### src/rtl/cache_sequencer.sv
// Job sequencer for the stream cache: loads stream words, clears the hash table, runs the hash
// core, then hands the cache to the next stage. Optional PROC watchdog via CACHE_SEQ_TIMEOUT_EN.
module cache_sequencer #(
  parameter int unsigned LENGTH_ARRAY     = 100,
  parameter int unsigned BIT_ON_TAILS     = 7,
  parameter int unsigned DATA_INDEX_WIDTH = 32,
`ifdef CACHE_SEQ_TIMEOUT_EN
  parameter int unsigned TIMEOUT_CYCLES   = 4096,
`endif
  localparam int unsigned LH   = 1 << BIT_ON_TAILS,
  localparam int unsigned LA_W = $clog2(LENGTH_ARRAY),
  localparam int unsigned LH_W = $clog2(2 * LH)
) (
  input  logic                        clk,
  input  logic                        rst,
  input  logic                        start,
  output logic                        busy,
  output logic                        done,
  input  logic                        src_valid,
  input  logic [DATA_INDEX_WIDTH-1:0] src_data,
  output logic                        src_ready,
  output logic                        WrInitStreamData,
  output logic [LA_W-1:0]             AddrInitStreamData,
  output logic [DATA_INDEX_WIDTH-1:0] InitStreamData,
  output logic                        WrInitHash,
  output logic [LH_W-1:0]             AddrInitHashOccurr,
  output logic                        hc_start,
  input  logic                        hc_done,
  output logic                        DataRequest,
  input  logic                        CacheEnough,
  input  logic                        next_ack,
  output logic [2:0]                  state
`ifdef CACHE_SEQ_TIMEOUT_EN
  ,
  output logic                        timeout_err
`endif
);

  typedef enum logic [2:0] {
    StIdle  = 3'd0,
    StLoad  = 3'd1,
    StClear = 3'd2,
    StProc  = 3'd3,
    StXfer  = 3'd4
  } state_e;

  state_e                      state_q, state_d;
  logic [LA_W-1:0]             beat_q, beat_d;
  logic [LH_W-1:0]             clr_q, clr_d;
  logic                        wr_q, wr_d;
  logic [LA_W-1:0]             waddr_q, waddr_d;
  logic [DATA_INDEX_WIDTH-1:0] wdata_q, wdata_d;
  logic                        hc_start_q, hc_start_d;
  logic                        done_q, done_d;

`ifdef CACHE_SEQ_TIMEOUT_EN
  localparam int unsigned TW = $clog2(TIMEOUT_CYCLES + 1);
  logic [TW-1:0] tmo_q, tmo_d;
  logic          err_q, err_d;
`endif

  always_comb begin
    state_d    = state_q;
    beat_d     = beat_q;
    clr_d      = clr_q;
    wr_d       = 1'b0;
    waddr_d    = '0;
    wdata_d    = '0;
    hc_start_d = 1'b0;
    done_d     = 1'b0;
`ifdef CACHE_SEQ_TIMEOUT_EN
    tmo_d      = '0;
    err_d      = err_q;
`endif
    case (state_q)
      StIdle: begin
        // A start coinciding with the done pulse belongs to the finished job and is dropped.
        if (start && !done_q) begin
          state_d = StLoad;
          beat_d  = '0;
`ifdef CACHE_SEQ_TIMEOUT_EN
          err_d   = 1'b0;
`endif
        end
      end
      StLoad: begin
        if (src_valid) begin
          wr_d    = 1'b1;
          waddr_d = beat_q + LA_W'(1);
          wdata_d = src_data;
          if (beat_q == LA_W'(LENGTH_ARRAY - 1)) begin
            state_d = StClear;
            beat_d  = '0;
            clr_d   = '0;
          end else begin
            beat_d = beat_q + LA_W'(1);
          end
        end
      end
      StClear: begin
        if (clr_q == LH_W'(LH - 1)) begin
          state_d    = StProc;
          clr_d      = '0;
          hc_start_d = 1'b1;
        end else begin
          clr_d = clr_q + LH_W'(1);
        end
      end
      StProc: begin
        if (hc_done) begin
          state_d = StXfer;
`ifdef CACHE_SEQ_TIMEOUT_EN
        end else if (tmo_q == TW'(TIMEOUT_CYCLES - 1)) begin
          state_d = StIdle;
          err_d   = 1'b1;
        end else begin
          tmo_d = tmo_q + TW'(1);
`endif
        end
      end
      StXfer: begin
        if (CacheEnough && next_ack) begin
          state_d = StIdle;
          done_d  = 1'b1;
        end
      end
      default: state_d = StIdle;
    endcase
  end

  always_ff @(posedge clk) begin
    if (rst) begin
      state_q    <= StIdle;
      beat_q     <= '0;
      clr_q      <= '0;
      wr_q       <= 1'b0;
      waddr_q    <= '0;
      wdata_q    <= '0;
      hc_start_q <= 1'b0;
      done_q     <= 1'b0;
`ifdef CACHE_SEQ_TIMEOUT_EN
      tmo_q      <= '0;
      err_q      <= 1'b0;
`endif
    end else begin
      state_q    <= state_d;
      beat_q     <= beat_d;
      clr_q      <= clr_d;
      wr_q       <= wr_d;
      waddr_q    <= waddr_d;
      wdata_q    <= wdata_d;
      hc_start_q <= hc_start_d;
      done_q     <= done_d;
`ifdef CACHE_SEQ_TIMEOUT_EN
      tmo_q      <= tmo_d;
      err_q      <= err_d;
`endif
    end
  end

  assign state              = state_q;
  assign busy               = (state_q != StIdle);
  assign src_ready          = (state_q == StLoad);
  assign DataRequest        = (state_q == StXfer);
  assign done               = done_q;
  assign hc_start           = hc_start_q;
  assign WrInitStreamData   = wr_q;
  assign AddrInitStreamData = waddr_q;
  assign InitStreamData     = wdata_q;
  assign WrInitHash         = (state_q == StClear);
  assign AddrInitHashOccurr = WrInitHash ? clr_q + LH_W'(1) : '0;
`ifdef CACHE_SEQ_TIMEOUT_EN
  assign timeout_err        = err_q;
`endif

endmodule

### config.mk
export PLATFORM = sky130hd
export DESIGN_NAME = cache_sequencer
export DESIGN_NICKNAME = d
export VERILOG_FILES = /design/src/rtl/cache_sequencer.sv
export SDC_FILE = /design/constraint.sdc
export NUM_CORES = 1
export LEC_CHECK = 0
export CELL_PAD_IN_SITES_DETAIL_PLACEMENT = 0
export CELL_PAD_IN_SITES_GLOBAL_PLACEMENT = 1
export CORE_UTILIZATION = 30
export CTS_CLUSTER_SIZE = 24
export DETAILED_ROUTE_END_ITERATION = 8
export PLACE_DENSITY = 0.82
export RECOVER_POWER = 50
export SLEW_MARGIN = 20
export SYNTH_ARGS = -nofsm -noshare
export SYNTH_HDL_FRONTEND = slang
export SYNTH_SLANG_ARGS = --single-unit
### constraint.sdc
create_clock -name clk -period 2.9 [get_ports clk]
set_input_delay 0.725 -clock clk [delete_from_list [all_inputs] [get_ports clk]]
set_output_delay 0.725 -clock clk [all_outputs]
set_load 0.1 [all_outputs]
==> metrics.md <==
| Metric | Value |
|---|---|
| R2R Path Start | state[0]$_SDFFE_PP0P_ |
| Initial antenna violation count | 0 |
| Critical Path Fanout Max | 6 |
| P_sw | just under 1 mW |
| Post-route insts no fill | ~420 |
| Static leakage | between 1 and 1.5 nW |
| Worst endpoint required time | ~2.2 ns |
| CTS tree | done |
| Slew at the pin closest to its max-slew limit | 1.21 ns |
| Buf+Inv Stages, Crit Path | 1 |
| Most used DFF post-synth | dfxtp_1 |
| Max_cap viols | 0 |
| Clock buffer count from CTS | 9 |
| Fin nets | 356 |
| DRC violations left | 0 |
| Crit-path cells | nand4_1 > or3_1 > a21oi_2 > buf_12 |
| DP Wirelength | approximately 3.7 mm |
| Final setup viols | 0 |
| Crit path max-delay cell type | or3_1 |
| Post-CTS Hold Fix Bufs | 0 |
| DR vias | between 1500 and 2000 |
| Share of flip-flops with an asynchronous set or reset after synthesis | 0% |
| Pint | around 1.5 mW |
| Post-route setup slack | 0.335 ns |
| Worst-Skew Late Latency | roughly 0.33 ns |
| Peak Freq | around 400 MHz |
| Overall power | about 2.5 mW |
| Vias in the first global route | 1700 |
| Share of cells above drive strength 1 | ~16% |
| Clock buffer depth | 2 |
| Slowest stage delay, CP | between 0.4 and 0.5 ns |
| Clock Sinks | 60 |
| Reg power frac | between 30% and 40% |
| Syn Area/Cell | between 10 and 15 sq um |
| Root buf cell | clkbuf_8 |
| Worst Setup SP | clr_q[3]$_SDFFE_PP0P_ |
| Switching share of power | roughly two fifths |
| CP Class | register to primary output |
| Length in cells of the worst reg-to-reg path | 5 |
| # port buffers | 95 |
| Worst setup SP type | register |
| Post-synthesis sequential area ratio | between 50% and 60% |
| EDFF count, synth | 0 |
| Setup TNS | 0 ns |
| Core area | about 7200 sq um |
| Delay-heaviest family, CP | simple AND/OR/NAND/NOR gates |
| Initial DRC Count | 43 |
| Routed wire per std cell | roughly 12 microns |
| Combinational share of power | between 30% and 40% |
| Syn_nets | approximately 250 |
| Total wire length | a little under 5 mm |
| H-tree depth | 3 |
| Die area | 7760 sq um |
| FP Rows | 31 |
| Most frequent cells in the layout | dfxtp_1, clkbuf_1, clkdlybuf4s50_1 |
| Routability cong. | 0.796 |
| Hold path cells | 1 |
| CTS clock-pin slew for the worst setup and hold paths | roughly 0.07 ns |
| Yosys warns | 0 |
| Unrepaired setup endpoints after global routing | false |
| Die height | roughly 88 microns |
| Mapped Cells | about 210 |
| Netlist cell types | 45 |
| Worst VDD drop | just over 0.3 mV |
| Reg2Reg Setup Slack | 0.61 ns |
| Hold WC Path Type | register to register |
| Crit. End Element | primary output |
| Run status | complete, no violations |
| Synthesized cell area | between 2000 and 2500 sq um |
| Ports | 96 |
| DR vias/cell | roughly 4.5 |
| WP depth | 4 |
| Starting Density | between 30 and 40% |
| Fin. Hold Viols | 0 |
| Worst Hold Launch | clr_q[7]$_SDFFE_PP0P_ |
| Final hold slack | 0.496 ns |
| Setup repair bufs after CTS | 0 |
| Most common cell after layout, fill and taps aside | dfxtp_1 |
| Layout area overhead | 45.4% |
| Resize count post-CTS | 0 |
| DP Worst Slack | approximately 0.5 ns |
| Antenna diodes | 0 |
| Crit share post-route | 88.4% |
| Synthesized flop and latch total | 60 |
| Worst reg2reg path endpoint | clr_q[3]$_SDFFE_PP0P_ |
| Global-route wire length before repair | 7.87 mm |
| Final clock skew | ~0.0046 ns |
| Total GRT Usage | about 13% |
| WP data arrival | 1.84 ns |
| PD cells | roughly 760 nW/um^2 |
| Grt total ovfl | 0 |
| 1st-pass router iterations | 4 |
| Hold worst-path end | clr_q[7]$_SDFFE_PP0P_ |
| Clk network pwr share | 30.3% |
| Pins Over Slew Limit | 0 |
| Antenna viol nets, final | 0 |
| Largest net degree at the start of global routing | 36 |
| Die extent in x | between 80 and 90 microns |
| Final min period | 2.56 ns |
| Max_slew headroom | between 10% and 20% |
| Dpl cells | between 400 and 500 |
## cell type report
cell class | count | area [sq um]
clock buffer | 10 | 138
timing repair buffer | 98 | 724
fill | 726 | 3980
multi-input combinational | 140 | 953
tap | 99 | 124
clock inverter | 6 | 62.6
inverter | 6 | 26.3
sequential | 60 | 1210
## power by group through the flow
stage          sequential (mW)  combinational, mW  clock [mW]
5_1_grt                  0.938              0.829       0.809
6_report                 0.932              0.790       0.749
3_5_place_dp             0.950              0.844           0
4_1_cts                  0.932              0.845       0.770
2_1_floorplan             1.19              0.396           0
3_3_place_gp             0.951              0.842           0
## worst max-delay path by stage
stage / end / slack, ns
2_1_floorplan: AddrInitHashOccurr[6] / 0.09
3_3_place_gp: beat_q[6]$_SDFFE_PP0P_ / 0.55
6_report: AddrInitHashOccurr[7] / 0.34
4_1_cts: AddrInitHashOccurr[7] / 0.32
5_1_grt: AddrInitHashOccurr[6] / 0.21
3_5_place_dp: beat_q[6]$_SDFFE_PP0P_ / 0.49
## synthesized netlist by cell type (2+ instances only)
| library cell | count | area (sq um) |
|---|---|---|
| nor2b_1 | 4 | 25.0 |
| a32oi_1 | 3 | 26.3 |
| o21ai_0 | 5 | 25.0 |
| a22o_1 | 5 | 43.8 |
| nand2b_1 | 2 | 12.5 |
| buf_2 | 2 | 10.0 |
| xor2_1 | 6 | 52.6 |
| nand3_1 | 8 | 40.0 |
| clkbuf_1 | 4 | 15.0 |
| xnor2_1 | 2 | 17.5 |
| and2_1 | 35 | 219 |
| dfxtp_1 | 60 | 1200 |
| a21o_1 | 5 | 37.5 |
| and3_1 | 2 | 12.5 |
| nor2_1 | 17 | 63.8 |
| inv_1 | 5 | 18.8 |
| or3_1 | 3 | 18.8 |
| nor3b_1 | 2 | 15.0 |
| nand3b_1 | 2 | 15.0 |
| ha_1 | 2 | 25.0 |
| a21oi_1 | 7 | 35.0 |
| nand2_1 | 9 | 33.8 |
## logic make-up after synthesis
kind of cell,synth area share (%)
mux,0.506
fa+ha+maj,1.12
simple gates,25.0
xor+xnor,3.15
buf+inv,2.47
flops,54.0
compound gates,13.8
## flip-flops by register name, indices dropped and copies added, names as in the netlist
register and flops:
done 1, beat_q 7, state 3, clr_q 8, WrInitStreamData 1, hc_start 1, InitStreamData 32, AddrInitStreamData 7
## per-layer routing
metal	vias to the layer above	GRT usage (%)	routed length, microns
met5	-	0	0
met4	0	6.16	68
met1	847	15.5	2150
li1	936	-	-
met2	76	20.5	2210
met3	7	7.16	501
## through the flow
step / util, % / cell area, sq um
final: 44.8 / 3240
after global routing: 44.8 / 3240
after CTS: 47.7 / 3440
after detailed placement: 45.0 / 3240
after global placement: 45.0 / 3240
after floorplan: - / 2260
Power figures use the tool's default switching activity.
